===== src/rtl/alu_arbiter.sv =====
// -----------------------------------------------------------------------------
// alu_arbiter
// Shares one combinational ALU between two valid/ready requesters. The granted
// request's operands are registered onto the ALU inputs. The ALU gets one full
// cycle to settle. The result and flags are then captured and returned on the
// granted requester's response channel.
//
// Optional build macro: ALU_ARB_FIXED_PRIO_EN
//   undefined (default) : round-robin, the requester not served last wins a tie
//   defined             : requester 0 always wins a tie; last is still tracked
//
// Ports
//   clk, rst_n              clock, async active-low reset
//   req_valid/req_ready[1:0] per-requester request handshake
//   req_a*/req_b*/req_ctrl*  operands and ALU control per requester
//   rsp_valid/rsp_ready[1:0] per-requester response handshake
//   rsp_data, rsp_flags      captured result and {carry, ovf, zero}
//   alu_a, alu_b, alu_ctrl   registered ALU inputs
//   alu_out, alu_zero/ovf/carry  ALU result and flags
//   busy                     high outside IDLE
//   ops_done                 saturating count of completed responses
//
// state | meaning
// IDLE  | waiting for a request; req_ready is driven from arbitration
// EXEC  | ALU settling on registered operands
// RESP  | result held on rsp_* until the granted requester accepts it
// -----------------------------------------------------------------------------
module alu_arbiter #(
    parameter int WIDTH  = 32,
    parameter int CTRL_W = 4,
    parameter int CNT_W  = 16
) (
    input  logic              clk,
    input  logic              rst_n,
    input  logic [1:0]        req_valid,
    output logic [1:0]        req_ready,
    input  logic [WIDTH-1:0]  req_a0,
    input  logic [WIDTH-1:0]  req_a1,
    input  logic [WIDTH-1:0]  req_b0,
    input  logic [WIDTH-1:0]  req_b1,
    input  logic [CTRL_W-1:0] req_ctrl0,
    input  logic [CTRL_W-1:0] req_ctrl1,
    output logic [1:0]        rsp_valid,
    input  logic [1:0]        rsp_ready,
    output logic [WIDTH-1:0]  rsp_data,
    output logic [2:0]        rsp_flags,
    output logic [WIDTH-1:0]  alu_a,
    output logic [WIDTH-1:0]  alu_b,
    output logic [CTRL_W-1:0] alu_ctrl,
    input  logic [WIDTH-1:0]  alu_out,
    input  logic              alu_zero,
    input  logic              alu_ovf,
    input  logic              alu_carry,
    output logic              busy,
    output logic [CNT_W-1:0]  ops_done
);

    typedef enum logic [1:0] {IDLE, EXEC, RESP} state_t;

    state_t            state_q, state_d;
    logic              gnt_q, gnt_d;
    logic              last_q, last_d;
    logic              gnt_nxt;
    logic              accept;
    logic              rsp_done;

    logic [WIDTH-1:0]  alu_a_q, alu_b_q;
    logic [CTRL_W-1:0] alu_ctrl_q;
    logic [WIDTH-1:0]  rsp_data_q;
    logic [2:0]        rsp_flags_q;
    logic [CNT_W-1:0]  ops_q;

    // Arbitration. With a single valid request its index is simply req_valid[1].
    always_comb begin
`ifdef ALU_ARB_FIXED_PRIO_EN
        gnt_nxt = ~req_valid[0];
`else
        if (&req_valid) gnt_nxt = ~last_q;
        else            gnt_nxt = req_valid[1];
`endif
    end

    assign accept   = (state_q == IDLE) && (|req_valid);
    assign rsp_done = (state_q == RESP) && rsp_ready[gnt_q];

    // State register
    always_ff @(posedge clk or negedge rst_n) begin
        if (!rst_n) begin
            state_q <= IDLE;
            gnt_q   <= 1'b0;
            last_q  <= 1'b1;
        end else begin
            state_q <= state_d;
            gnt_q   <= gnt_d;
            last_q  <= last_d;
        end
    end

    // Next state
    always_comb begin
        state_d = state_q;
        gnt_d   = gnt_q;
        last_d  = last_q;
        case (state_q)
            IDLE: begin
                if (accept) begin
                    gnt_d   = gnt_nxt;
                    state_d = EXEC;
                end
            end
            EXEC: state_d = RESP;
            RESP: begin
                if (rsp_done) begin
                    last_d  = gnt_q;
                    state_d = IDLE;
                end
            end
            default: state_d = IDLE;
        endcase
    end

    // Outputs
    always_comb begin
        req_ready = 2'b00;
        rsp_valid = 2'b00;
        busy      = (state_q != IDLE);
        if (state_q == IDLE) req_ready[gnt_nxt] = req_valid[gnt_nxt];
        if (state_q == RESP) rsp_valid[gnt_q]   = 1'b1;
    end

    // Datapath registers; the ALU inputs hold whenever no request is accepted.
    always_ff @(posedge clk or negedge rst_n) begin
        if (!rst_n) begin
            alu_a_q     <= '0;
            alu_b_q     <= '0;
            alu_ctrl_q  <= '0;
            rsp_data_q  <= '0;
            rsp_flags_q <= '0;
            ops_q       <= '0;
        end else begin
            if (accept) begin
                alu_a_q    <= gnt_nxt ? req_a1    : req_a0;
                alu_b_q    <= gnt_nxt ? req_b1    : req_b0;
                alu_ctrl_q <= gnt_nxt ? req_ctrl1 : req_ctrl0;
            end
            if (state_q == EXEC) begin
                rsp_data_q  <= alu_out;
                rsp_flags_q <= {alu_carry, alu_ovf, alu_zero};
            end
            if (rsp_done && (ops_q != '1)) ops_q <= ops_q + 1'b1;
        end
    end

    assign alu_a     = alu_a_q;
    assign alu_b     = alu_b_q;
    assign alu_ctrl  = alu_ctrl_q;
    assign rsp_data  = rsp_data_q;
    assign rsp_flags = rsp_flags_q;
    assign ops_done  = ops_q;

endmodule


===== config.mk =====
export PLATFORM = sky130hd
export DESIGN_NAME = alu_arbiter
export DESIGN_NICKNAME = d
export VERILOG_FILES = /design/src/rtl/alu_arbiter.sv
export SDC_FILE = /design/constraint.sdc
export NUM_CORES = 1
export LEC_CHECK = 0
export ABC_AREA = 1
export CAP_MARGIN = 5
export CORE_MARGIN = 10
export CORE_UTILIZATION = 43
export CTS_CLUSTER_SIZE = 12
export DETAILED_ROUTE_END_ITERATION = 16
export PLACE_DENSITY = 0.88
export SETUP_SLACK_MARGIN = 0.2
export SLEW_MARGIN = 20
export SYNTH_ARGS = -nofsm -noshare
export SYNTH_HDL_FRONTEND = slang
export SYNTH_SLANG_ARGS = --single-unit

===== constraint.sdc =====
create_clock -name clk -period 3.75 [get_ports clk]
set_input_delay 0.375 -clock clk [delete_from_list [all_inputs] [get_ports clk]]
set_output_delay 0.375 -clock clk [all_outputs]
set_load 0.01 [all_outputs]

### Yosys cells after proc, flatten, opt, wreduce, memory -nomap -nowiden

Index checks and enable logic that the tools add are counted.

| word-level totals | value |
|---|---|
| flip-flop bits (word level) | 123 |
| bits in latches | 0 |
| RAM bits | 0 |
| bits in read-only memories | 0 |
| output and inout port bits | 124 |
| memories kept | 0 |

| cells by class | value |
|---|---|
| add/subtract/negate cells | 1 |
| $mul | 0 |
| div/mod/pow operators | 0 |
| $lt $le $gt $ge | 4 |
| equal/unequal tests | 5 |
| shifts and indexed selects | 0 |
| multiplexer cells | 17 |
| bitwise operators | 2 |
| reduce and logical (&&, ||, !) cells | 12 |

Operators by type and width:

| kind | number |
|---|---|
| $mux 32 | 2 |
| $add 16x1->16 const B | 1 |
| $ne 16x16->1 const B | 1 |
| $mux 2 | 4 |
| $reduce_and 2->1 | 4 |
| $mux 1 | 7 |
| $pmux 2 s3 | 1 |
| $logic_and 1x1->1 | 5 |
| $lt 1x2->1 const B | 2 |
| $mux 4 | 1 |
| $ne 2x2->1 const B | 2 |
| $and 2x2->2 | 1 |
| $demux 1 s1 | 2 |
| $eq 2x1->1 const B | 1 |
| $eq 2x2->1 const B | 1 |
| $ge 1x1->1 const B | 2 |
| $logic_not 2->1 | 1 |
| $reduce_bool 2->1 | 1 |
| $reduce_or 2->1 | 1 |
| $not 1->1 | 1 |

### Depth between registers and ports, before layout

| logic depth | value |
|---|---|
| word-level depth | 8 |
| gate-level depth with buffers | 9 |
| depth with buffers taken out | 8 |

### Worst setup path after synthesis

OpenSTA, ideal clock, no wires.

| path | value |
|---|---|
| kind | register to register |
| from | reg ops_q[0], in the netlist ops_done[0] |
| to | reg ops_q[13], in the netlist ops_done[13] |
| library setup time | 0.116 ns |
| data arrival time | 1.340 ns |
| data required time | 3.634 ns |
| setup slack | 2.294 ns |
| stages on the path, launching flop included | 10 |
| buffers on the path | 1 |
| path through | dfrtp_1 > ha_1 > inv_1 > nor2_2 > nand2_1 > nor2_4 > nor2_4 > buf_6 > nand2_1 > nand2_1 |

| on the way | value |
|---|---|
| cells in the longest elaborated chain, start to end | 2 |

RTL lines:

| element | line | text |
|---|---|---|
| from (decl) | 71 | `logic [CNT_W-1:0] ops_q;` |
| from (signal assigned) | 150 | `if (rsp_done && (ops_q != '1)) ops_q <= ops_q + 1'b1;` |
| branches (longest 2 deep; another with $add 16x1->16) | -- |  |

Several ways; the timed one is not identified.
A chain may end at the register's enable or synchronous reset.

### Worst setup path after layout

| path | value |
|---|---|
| from | reg last_q |
| to | out req_ready[0] |

| on the way | value |
|---|---|
| cells in the longest elaborated chain, start to end | 8 |

RTL lines:

| element | line | text |
|---|---|---|
| from (decl) | 62 | `logic last_q, last_d;` |
| from (signal assigned) | 95 | `last_q <= last_d;` |
| $not 1->1 * | 78 | `if (&req_valid) gnt_nxt = ~last_q;` |
| $mux 1 * | 78 |  |
| $lt 1x2->1 (not written as such) / $ge 1x1->1 (equally long branches) | 127 | `if (state_q == IDLE) req_ready[gnt_nxt] = req_valid[gnt_nxt];` |
| $logic_and 1x1->1 (not written as such) | 127 |  |
| $mux 1 (not written as such) | 127 |  |
| $demux 1 s1 | 127 |  |
| $and 2x2->2 (no line) * | -- |  |
| $mux 2 * | 127 |  |
| to (decl) | 36 | `output logic [1:0] req_ready,` |

Every way passes the cells marked *; elsewhere a longest branch is shown, timed or not. The select of a mux whose other input is x is not followed.

==> impl_metrics.prom <==
# TYPE chip_impl_metric gauge
chip_impl_metric{name="reg2reg_slack",unit="ps"} 1760
chip_impl_metric{name="final-max-slew-violation-count",unit=""} 0
chip_impl_metric{name="syn_area",unit="µm²"} 5710
chip_impl_metric{name="fp.dieH",unit="µm"} 135
chip_impl_metric{name="antennaDiodeCount",unit=""} 0
chip_impl_metric{name="route.antenna.remaining_nets",unit=""} 0
chip_impl_metric{name="drcViolationCount",unit=""} 0
chip_impl_metric{name="syn_avg_cell_area",unit="µm²"} 9.23
chip_impl_metric{name="post-dp-hpwl",unit="mm"} 15.5
chip_impl_metric{name="ctsHoldBuffers",unit=""} 0
chip_impl_info{name="cts-root-buf",value="clkbuf_16"} 1
chip_impl_metric{name="routed_wire_length_per_instance",unit="µm"} 18.6
chip_impl_info{name="worst_path_max_delay_cell",value="clkdlybuf4s50_1"} 1
chip_impl_metric{name="final.setup.tns",unit="ps"} 0
chip_impl_metric{name="comb_power_share",unit="%"} 45.8
chip_impl_metric{name="synthesis.nets",unit=""} 796
chip_impl_metric{name="synthesized_netlist_cell_count",unit=""} 618
chip_impl_metric{name="clock_tree.buffer_depth",unit=""} 2
chip_impl_metric{name="worst-slew-pin-transition",unit="ps"} 864
chip_impl_info{name="synth_top_family_by_area",value="simple AND/OR/NAND/NOR gates"} 1
chip_impl_metric{name="yosys.cell_types.count",unit=""} 26
chip_impl_metric{name="net-switching-power",unit="mW"} 2.60
chip_impl_metric{name="worst-endpoint-required",unit="ps"} 3380
chip_impl_metric{name="first_pass_grt_wire_length",unit="mm"} 30.7
chip_impl_metric{name="synth-async-reset-ratio",unit="%"} 100
chip_impl_metric{name="vias_in_the_first_global_route",unit=""} 5647
chip_impl_metric{name="p_per_area",unit="nW/µm²"} 814
chip_impl_metric{name="num_vias",unit=""} 5391
chip_impl_info{name="start_kind",value="flop"} 1
chip_impl_metric{name="finClkSkew",unit="ps"} 6.42
chip_impl_metric{name="rows",unit=""} 42
chip_impl_metric{name="final.min_clock_period",unit="ps"} 2580
chip_impl_metric{name="timing.fmax",unit="MHz"} 387
chip_impl_info{name="synth_top_cell_by_area",value="dfrtp_1"} 1
chip_impl_metric{name="synth_compound_area_share",unit="%"} 4.93
chip_impl_metric{name="largest_net_degree_at_the_start_of_global_routing",unit=""} 69
chip_impl_metric{name="yosys_register_bits",unit=""} 123
chip_impl_info{name="startpoint_of_the_worst_setup_timing_path",value="last_q"} 1
chip_impl_metric{name="synth-edff-count",unit=""} 0
chip_impl_metric{name="floorplan.io_pins",unit=""} 301
chip_impl_metric{name="route.detailed.vias_per_inst",unit=""} 4.89
chip_impl_metric{name="grt_overflow",unit=""} 0
chip_impl_metric{name="initial_standard_cell_utilization_of_the_core",unit="%"} 43.4
chip_impl_metric{name="power.sequential.fraction",unit="%"} 30.8
chip_impl_metric{name="drt_pre_antenna_iters",unit=""} 5
chip_impl_metric{name="totalWireLength",unit="mm"} 20.4
chip_impl_metric{name="power.clock.fraction",unit="%"} 23.4
chip_impl_metric{name="die_w",unit="µm"} 135
chip_impl_metric{name="vdd.ir_drop.worst",unit="µV"} 486
chip_impl_metric{name="cts.reportedPaths.clkPinSlew",unit="ps"} 50
chip_impl_metric{name="drv_cap",unit=""} 0
chip_impl_metric{name="worst_slew_margin_rel",unit="%"} 42.4
chip_impl_metric{name="area_share_of_fa_ha_maj_cells_after_synthesis",unit="%"} 0.219
chip_impl_info{name="crit-reg2reg-launch",value="last_q"} 1
chip_impl_metric{name="leakage",unit="nW"} 4.21
chip_impl_metric{name="final_cell_area",unit="µm²"} 9430
chip_impl_metric{name="layout-drive-gt1-share",unit="%"} 10.5
chip_impl_info{name="crit_chain",value="nand2_1, nand2_1, buf_4, inv_2, nor2_4, clkdlybuf4s50_1"} 1
chip_impl_metric{name="crit_cells",unit=""} 6
chip_impl_metric{name="number_of_instances_resized_during_post_cts_repair",unit=""} 0
chip_impl_metric{name="cts-buffers-inserted",unit=""} 17
chip_impl_metric{name="finalSetupViolations",unit=""} 0
chip_impl_metric{name="synth-warning-count",unit=""} 0
chip_impl_metric{name="gp_routability_congestion",unit=""} 0.863
chip_impl_metric{name="placedInstanceArea",unit="µm²"} 8790
chip_impl_metric{name="dr.first_iter.drc_count",unit=""} 323
chip_impl_metric{name="fin_nets",unit=""} 1093
chip_impl_info{name="synth_area_leaders",value="dfrtp_1 54%, nand2_1 15%, mux2_4 7.6%, nand3_1 5.4%, nor2_1 2.2%"} 1
chip_impl_metric{name="timing.final.crit_share",unit="%"} 68.9
chip_impl_metric{name="critical_path.n_buffers_inverters",unit=""} 3
chip_impl_info{name="regToRegEndpoint",value="alu_b[4]"} 1
chip_impl_metric{name="switching_fraction",unit="%"} 33.8
chip_impl_metric{name="antenna_found_initial",unit=""} 0
chip_impl_metric{name="tritoncts_num_sinks",unit=""} 123
chip_impl_info{name="synth-main-ff-cell",value="dfrtp_1"} 1
chip_impl_metric{name="crit_path_max_fanout",unit=""} 20
chip_impl_metric{name="die_area",unit="µm²"} 18300
chip_impl_info{name="run_status",value="complete, no violations"} 1
chip_impl_metric{name="internal_power",unit="mW"} 5.08
chip_impl_metric{name="area_fraction_in_and_or_nand_and_nor_cells_after_synthesis",unit="%"} 26.3
chip_impl_metric{name="seq_area_frac_synth",unit="%"} 54.0
chip_impl_info{name="cp-endpoint",value="req_ready[0]"} 1
chip_impl_info{name="timing.hold.worst.class",value="in -> async"} 1
chip_impl_metric{name="synth_top_cell_area_share",unit="%"} 53.5
chip_impl_metric{name="synthXorXnorAreaFrac",unit="%"} 0.768
chip_impl_metric{name="grt_use_total",unit="%"} 21.8
chip_impl_info{name="critPathMostFrequentCell",value="nand2_1"} 1
chip_impl_info{name="tritoncts_clock_tree",value="built"} 1
chip_impl_metric{name="syn2layout_area_growth",unit="%"} 65.3
chip_impl_metric{name="floorplan.core_area",unit="µm²"} 13100
chip_impl_metric{name="hold_viol",unit=""} 0
chip_impl_info{name="unrepaired_setup_endpoints_after_global_routing",value="no"} 1
chip_impl_metric{name="reg2reg_depth",unit=""} 8
chip_impl_metric{name="muxShareOfSynthArea",unit="%"} 8.82
chip_impl_info{name="worst_path_top_cell_family_by_delay",value="buffers and inverters"} 1
chip_impl_metric{name="worst_path_largest_cell_delay",unit="ps"} 570
chip_impl_metric{name="ctsHtreeMaxLevel",unit=""} 4
chip_impl_metric{name="worst_ep_arrival_time",unit="ps"} 2210
chip_impl_metric{name="io_buffers",unit=""} 300
chip_impl_metric{name="clkLatencyLatePin",unit="ps"} 420
chip_impl_metric{name="core_util_final",unit="%"} 71.8
chip_impl_metric{name="post-cts-setup-buffer-count",unit=""} 0
chip_impl_info{name="setup.worst_path.end_class",value="primary output"} 1
chip_impl_info{name="critPathKind",value="reg -> out"} 1
## layout by cell type (no fill, tap or decap)
cell type / Yosys / routed
nand4_1: 6 / 6
buf_12: 0 / 1
inv_1: 24 / 24
clkinv_2: 0 / 3
clkdlybuf4s50_1: 0 / 299
o21ai_2: 6 / 6
bufinv_16: 0 / 5
dfrtp_1: 122 / 122
o21ai_0: 22 / 22
mux2_4: 29 / 29
xnor2_1: 4 / 4
dfstp_2: 1 / 1
ha_1: 1 / 1
clkbuf_16: 0 / 17
buf_4: 1 / 5
nand2_4: 2 / 2
mux2_2: 6 / 6
inv_2: 3 / 3
o21bai_1: 1 / 1
nor2_1: 34 / 34
clkbuf_8: 0 / 3
nand3_1: 62 / 62
o21ai_1: 19 / 19
nand2_2: 5 / 5
nand2_1: 232 / 232
nor2_2: 3 / 3
xor2_1: 1 / 1
o21ai_4: 1 / 1
clkbuf_1: 1 / 2
nor2_4: 7 / 7
## logic make-up after synthesis
family | after synthesis
buffers and inverters | 54
muxes | 35
adders and majority gates | 1
and+or+nand+nor | 351
AOI/OAI and AO/OA | 49
xor gates and xnor gates | 5
DFF | 123
## through the flow
step / std cells / hold slack [ps] / setup slack, ps / power [mW]
3_5_place_dp: 1072 / 479 / 1190 / 5.92
4_1_cts: 1102 / 99.0 / 1150 / 7.75
5_1_grt: 1102 / 133 / 1050 / 8.09
6_report: 1102 / 59.9 / 1170 / 7.68
2_1_floorplan: 618 / 79.4 / 2290 / 4.07
3_3_place_gp: 1072 / 471 / 1220 / 5.81
## registers in the layout, summed over array words and instances, names as in the netlist
signal,cells
alu_a,32
alu_b,32
rsp_data,32
ops_done,16
alu_ctrl,4
rsp_flags,3
state_q,2
gnt_q,1
last_q,1
## power groups by stage
stage	Clock, mW	Combinational (mW)	Sequential, mW
after global placement	0	3.47	2.34
after detailed placement	0	3.55	2.36
after global routing	1.86	3.80	2.43
after CTS	1.81	3.57	2.37
final	1.79	3.52	2.36
after floorplan	0	1.47	2.60
## how the worst min path moves through the flow
| stage | cells after the start | end | slack (ps) |
|---|---|---|---|
| finish | 1 | alu_b[18] | 60 |
| global route | 1 | alu_b[13] | 130 |
| CTS | 1 | alu_b[13] | 100 |
| detailed placement | 2 | alu_a[31] | 480 |
| global placement | 2 | alu_b[24] | 470 |
| floorplan | 0 | alu_a[0] | 80 |
## synthesized netlist by cell type (2+ instances only)
cell type,number
nor2_2,3
buf_6,8
o21ai_2,6
inv_1,24
nand4_1,6
buf_2,17
nand2_2,5
mux2_2,6
o21ai_1,19
nand2_4,2
xnor2_1,4
nand3_1,62
nor2_1,34
nand2_1,232
dfrtp_1,122
mux2_4,29
inv_2,3
o21ai_0,22
nor2_4,7
## cell type report
type                       count  area [µm²]
timing repair buffer         305        3050
fill                         929        3710
clock inverter                 8         165
sequential                   123        3080
inverter                      27         101
tap                          176         220
multi-input combinational    441        2340
clock buffer                  22         474
## worst reg2reg max path, cell delays in order (launching register included)
cell and delay (ps):
dfstp_2 530, nand2_1 50, nand2_1 60, buf_4 250, inv_2 190, nor2_4 140, buf_4 450, nand2_1 140
nand3_1 120
## per-layer routing
layer / global-route usage, % / vias to the layer above / share of wire [%]
met5: 0 / - / 0
met4: 8.61 / 0 / 2.7
met3: 8.46 / 33 / 9.0
met2: 37.1 / 233 / 50
met1: 23.9 / 2540 / 38
li1: - / 2585 / -
(Power assumes the default switching activity.)
==> variant 1, RTL diff (same flow settings) <==
Change the parameter `CTRL_W` from 4 to 5.
--- a/src/rtl/alu_arbiter.sv
+++ b/src/rtl/alu_arbiter.sv
@@ -29,3 +29,3 @@
     parameter int WIDTH  = 32,
-    parameter int CTRL_W = 4,
+    parameter int CTRL_W = 5,
     parameter int CNT_W  = 16
Interface: changed (resized alu_ctrl, req_ctrl0 and req_ctrl1); port bits go from 301 to 304. No check against the original RTL was run, so the function may have changed too.
==> variant 1 against the original RTL <==
Worst setup slack got worse by 0.15 ns; area after synthesis decreased by 3.3%; via count increased by 2.1%; synthesized cell count decreased by 0.16%; power decreased by 3.9%; sequential cell count increased by 1; design area decreased by 1.3%; maximum frequency decreased by 5.6%; critical path depth unchanged; wire length increased by 1.6%.
==> variant 1: results (changes against the original RTL) <==
result of the run finished, final reports clean; detailed placer's ending HPWL 15,750 um (+1.8%); number of vias in the routed layout 5,504 (+2.1%); count of clock-net buffers in the final layout 19 (-14%); worst slew margin relative to its limit 0.4534 (+0.02939); CP Max Fanout 20 (unchanged); largest net degree at the start of global routing 67 (-2.9%); wire length of the first global-routing pass 32,460 um (+5.7%); GR Util met2 0.4064 (+0.03525); xor and xnor area share after synthesis 0.01111 (+0.003438); number of non-clock buffers in the layout 311 (+2.0%); origin of the worst setup path req_valid[1]; mux share of post-synthesis cell area 0.07144 (-0.01671); GP Congestion 0.8524 (-1.3%); fraction of the mapped netlist area in compound gates 0.04718 (-0.002166); total area of sequential cells 0.003104 mm2 (+0.81%); sequential-to-total area share from yosys stat 0.5627 (+0.02302); deepest clock path buffer count 2 (unchanged); crit path DAT 2.36 ns (+0.15 ns); synthesized instance count 617 (-0.16%); number of global-route vias before repair 5,956 (+5.5%); Placed Cells incl. Taps 1,073 (+0.093%); worst-case clock skew 0.008359 ns (+0.001940 ns); maximum vdd ir drop 0.4236 mV (-13%); M1 WL 7618 um (-1.7%); Area growth syn-to-layout 68.77%; non-clock buffer share of cell area 0.3319 (+0.008430); filler cell count 839 (-9.7%); Wirelength per Cell 18.80 um (+1.4%); number of logic inverters in the finished layout 21 (-22%); Multi-In Gates 445 (+0.91%); met3 routing resource usage after global routing 0.08797 (+0.003400); DR iter-0 viols 436 (+35%); adder-cell area share of the yosys netlist 0.002268 (+0.00007511); worst setup slack after placement 0.9794 ns (-0.2109 ns); Netlist cell types 25 (-3.8%); routed length on met2 10,610 um (+3.0%); Met3 Wirelength 1834 um (-0.81%); share of cell area taken by multi-input logic gates 0.2342 (-0.01377); Synth Cell Area 0.005517 mm2 (-3.3%); number of sequential cells in the layout 124 (+0.81%); top post-synthesis cells by count 247 x sky130_fd_sc_hd__nand2_1, 123 x sky130_fd_sc_hd__dfrtp_1, 59 x sky130_fd_sc_hd__nand3_1; via density per instance 4.981 (+1.8%); clock network contribution to total cell area 0.06881 (+0.001000); Total Routing Usage GR 0.2309 (+0.01326); Port Buffers 303 (+1.0%); share of cells above drive strength 1 0.09753 (-0.007217); Placement Cell Area 0.008670 mm2 (-1.4%)
variant 1: worst max-delay path: stages:
cell	delay (ns)
sky130_fd_sc_hd__clkdlybuf4s50_1	0.54
sky130_fd_sc_hd__nand2_2	0.26
sky130_fd_sc_hd__inv_2	0.38
sky130_fd_sc_hd__nand2_1	0.14
sky130_fd_sc_hd__inv_2	0.08
sky130_fd_sc_hd__clkdlybuf4s50_1	0.59
variant 1: final timing paths:
check | depth (start not counted) | slack, ns | to
worst max register to register | 7 | 1.57 | alu_b[19]
max in group asynchronous | 2 | 2.85 | rsp_data[15]
min in group clk | 2 | 0.48 | alu_a[3]
worst min register to register | 2 | 0.48 | alu_a[3]
worst min-delay path | 1 | 0.06 | alu_a[0]
worst max-delay path | 6 | 1.01 | req_ready[1]
variant 1: report_power, final:
group / internal [mW] / total [mW] / switching, mW
Clock: 1.15 / 1.76 / 0.605
Combinational: 1.74 / 3.29 / 1.56
Sequential: 1.96 / 2.33 / 0.365
==> variant 2, RTL diff (same settings) <==
Made on the original files. Encoding of `state_t`: now one-hot (3 bits for 3 states).
--- a/src/rtl/alu_arbiter.sv
+++ b/src/rtl/alu_arbiter.sv
@@ -57,3 +57,3 @@
 
-    typedef enum logic [1:0] {IDLE, EXEC, RESP} state_t;
+    typedef enum logic [2:0] {IDLE = 3'b001, EXEC = 3'b010, RESP = 3'b100} state_t;
 
Check against the original RTL: same outputs for any inputs over 10 cycles, from zero or initial values and one cycle with rst_n low; not proved beyond that.
==> variant 2 against the original RTL <==
Critical path depth is 1 lower; clock skew is 0.018 ns higher; worst setup slack better by 0.17 ns; power is 7.5% lower; design area is 2.5% lower; cell count is 0.73% lower; wire length is 3.2% higher; area after synthesis is 3.2% lower; largest power group unchanged; critical endpoint unchanged; sequential cell count is 1 higher; core utilization is 1.1 points higher; critical path type unchanged; combinational power is 7.1% lower; the flow now finishes with violations (hold timing).
==> variant 2: results (changes against the original RTL) <==
result of the run finished with violations; violated checks hold timing; number of vias in the routed layout 5,529 (+2.6%); number of sequential cells in the layout 124 (+0.81%); detailed placer's ending HPWL 16,000 um (+3.3%); main area contributors after synthesis sky130_fd_sc_hd__dfrtp_1 55%, sky130_fd_sc_hd__nand2_1 16%, sky130_fd_sc_hd__mux2_2 7.1%; worst-case clock skew 0.02462 ns (+0.01820 ns); final-stage net count 1,090 (-0.27%); fraction of registers with async set/reset 1.000 (unchanged); sequential group share of total power 0.327 (+0.019); worst-case register-to-register setup slack 1.87 ns (+0.11 ns); number of logic inverters in the finished layout 20 (-26%); net count of the mapped netlist 790 (-0.75%); Comb pwr share 0.460 (+0.002); worst r2r path cells 7 (-1); crit path DAT 2.04 ns (-0.17 ns); static leakage 3.987 nW (-5.4%); met3 routing resource usage after global routing 0.09474 (+0.01017); GP Congestion 0.8456 (-2.0%); GR Util met2 0.3896 (+0.01846); top post-synthesis cells by count 236 x sky130_fd_sc_hd__nand2_1, 122 x sky130_fd_sc_hd__dfrtp_1, 60 x sky130_fd_sc_hd__nand3_1; largest net degree at the start of global routing 73 (+5.8%); non-clock buffer share of cell area 0.3335 (+0.01000); sequential-to-total area share from yosys stat 0.5624 (+0.02274); DR iter-0 viols 273 (-15%); worst hold slack -0.02204 ns (-0.08198 ns); total inserted antenna cells 0 (unchanged); reg-to-reg critical path endpoint alu_b[16]; Wirelength per Cell 19.28 um (+3.9%); filler cell count 917 (-1.3%); number of non-clock buffers in the layout 307 (+0.66%); clock network contribution to total cell area 0.05881 (-0.009000); power per unit of standard cell area 772.8 mW/mm2 (-5.1%); worst-margin pin slew 0.8986 ns (+0.03467 ns); post-detailed-routing wire length 21,090 um (+3.2%); fin area 0.009191 mm2 (-2.5%); total area of sequential cells 0.003105 mm2 (+0.85%); worst setup slack after placement 1.399 ns (+0.2086 ns); Multi-In Gates 442 (+0.23%); hold violation total from the final report 10 (+10); final worst-path cycle share 0.6447 (-0.04411); Slowest Stage Delay on Critical Path 0.62 ns (+0.05 ns); Placement Cell Area 0.008651 mm2 (-1.6%); synthesized instance count 612 (-0.97%); width of the chip 133.3 um (-1.4%); met1 layer usage reported by global route 0.2458 (+0.007244); maximum vdd ir drop 0.4971 mV (+2.3%); switching power 2.490 mW (-4.1%); share of cells above drive strength 1 0.09978 (-0.004969); count of clock-net buffers in the final layout 21 (-4.5%); Multi-input gate area 0.002190 mm2 (-6.4%); Netlist cell types 29 (+12%); CP Max Fanout 3 (-85%); wire length of the first global-routing pass 31,980 um (+4.1%); number of global-route vias before repair 5,742 (+1.7%); Total Routing Usage GR 0.2321 (+0.01449)
==> variant 2: changes by cell type after synthesis, moves of 4 or more <==
cell / delta
sky130_fd_sc_hd__mux2_2: +29
sky130_fd_sc_hd__mux2_4: -29
sky130_fd_sc_hd__o21ai_0: +19
sky130_fd_sc_hd__o21ai_1: -16
sky130_fd_sc_hd__inv_1: -9
sky130_fd_sc_hd__buf_6: -7
sky130_fd_sc_hd__o21ai_2: -6
sky130_fd_sc_hd__nor2_4: -5
sky130_fd_sc_hd__nand2_1: +4
==> variant 2: cell families after synthesis <==
| family | count (synthesis) | synth area share |
|---|---|---|
| xor+xnor | 6 | 0.009517 |
| flops | 124 | 0.5624 |
| simple gates | 354 | 0.2697 |
| mux | 35 | 0.07138 |
| fa+ha+maj | 1 | 0.002266 |
| buf+inv | 46 | 0.04192 |
| compound gates | 46 | 0.04283 |
==> variant 2: routing by layer <==
layer  vias to the layer above  part of all wire
met5                         -                 0
met4                         0             0.041
met3                        48             0.094
met2                       272              0.49
met1                      2634              0.38
li1                       2575                 -
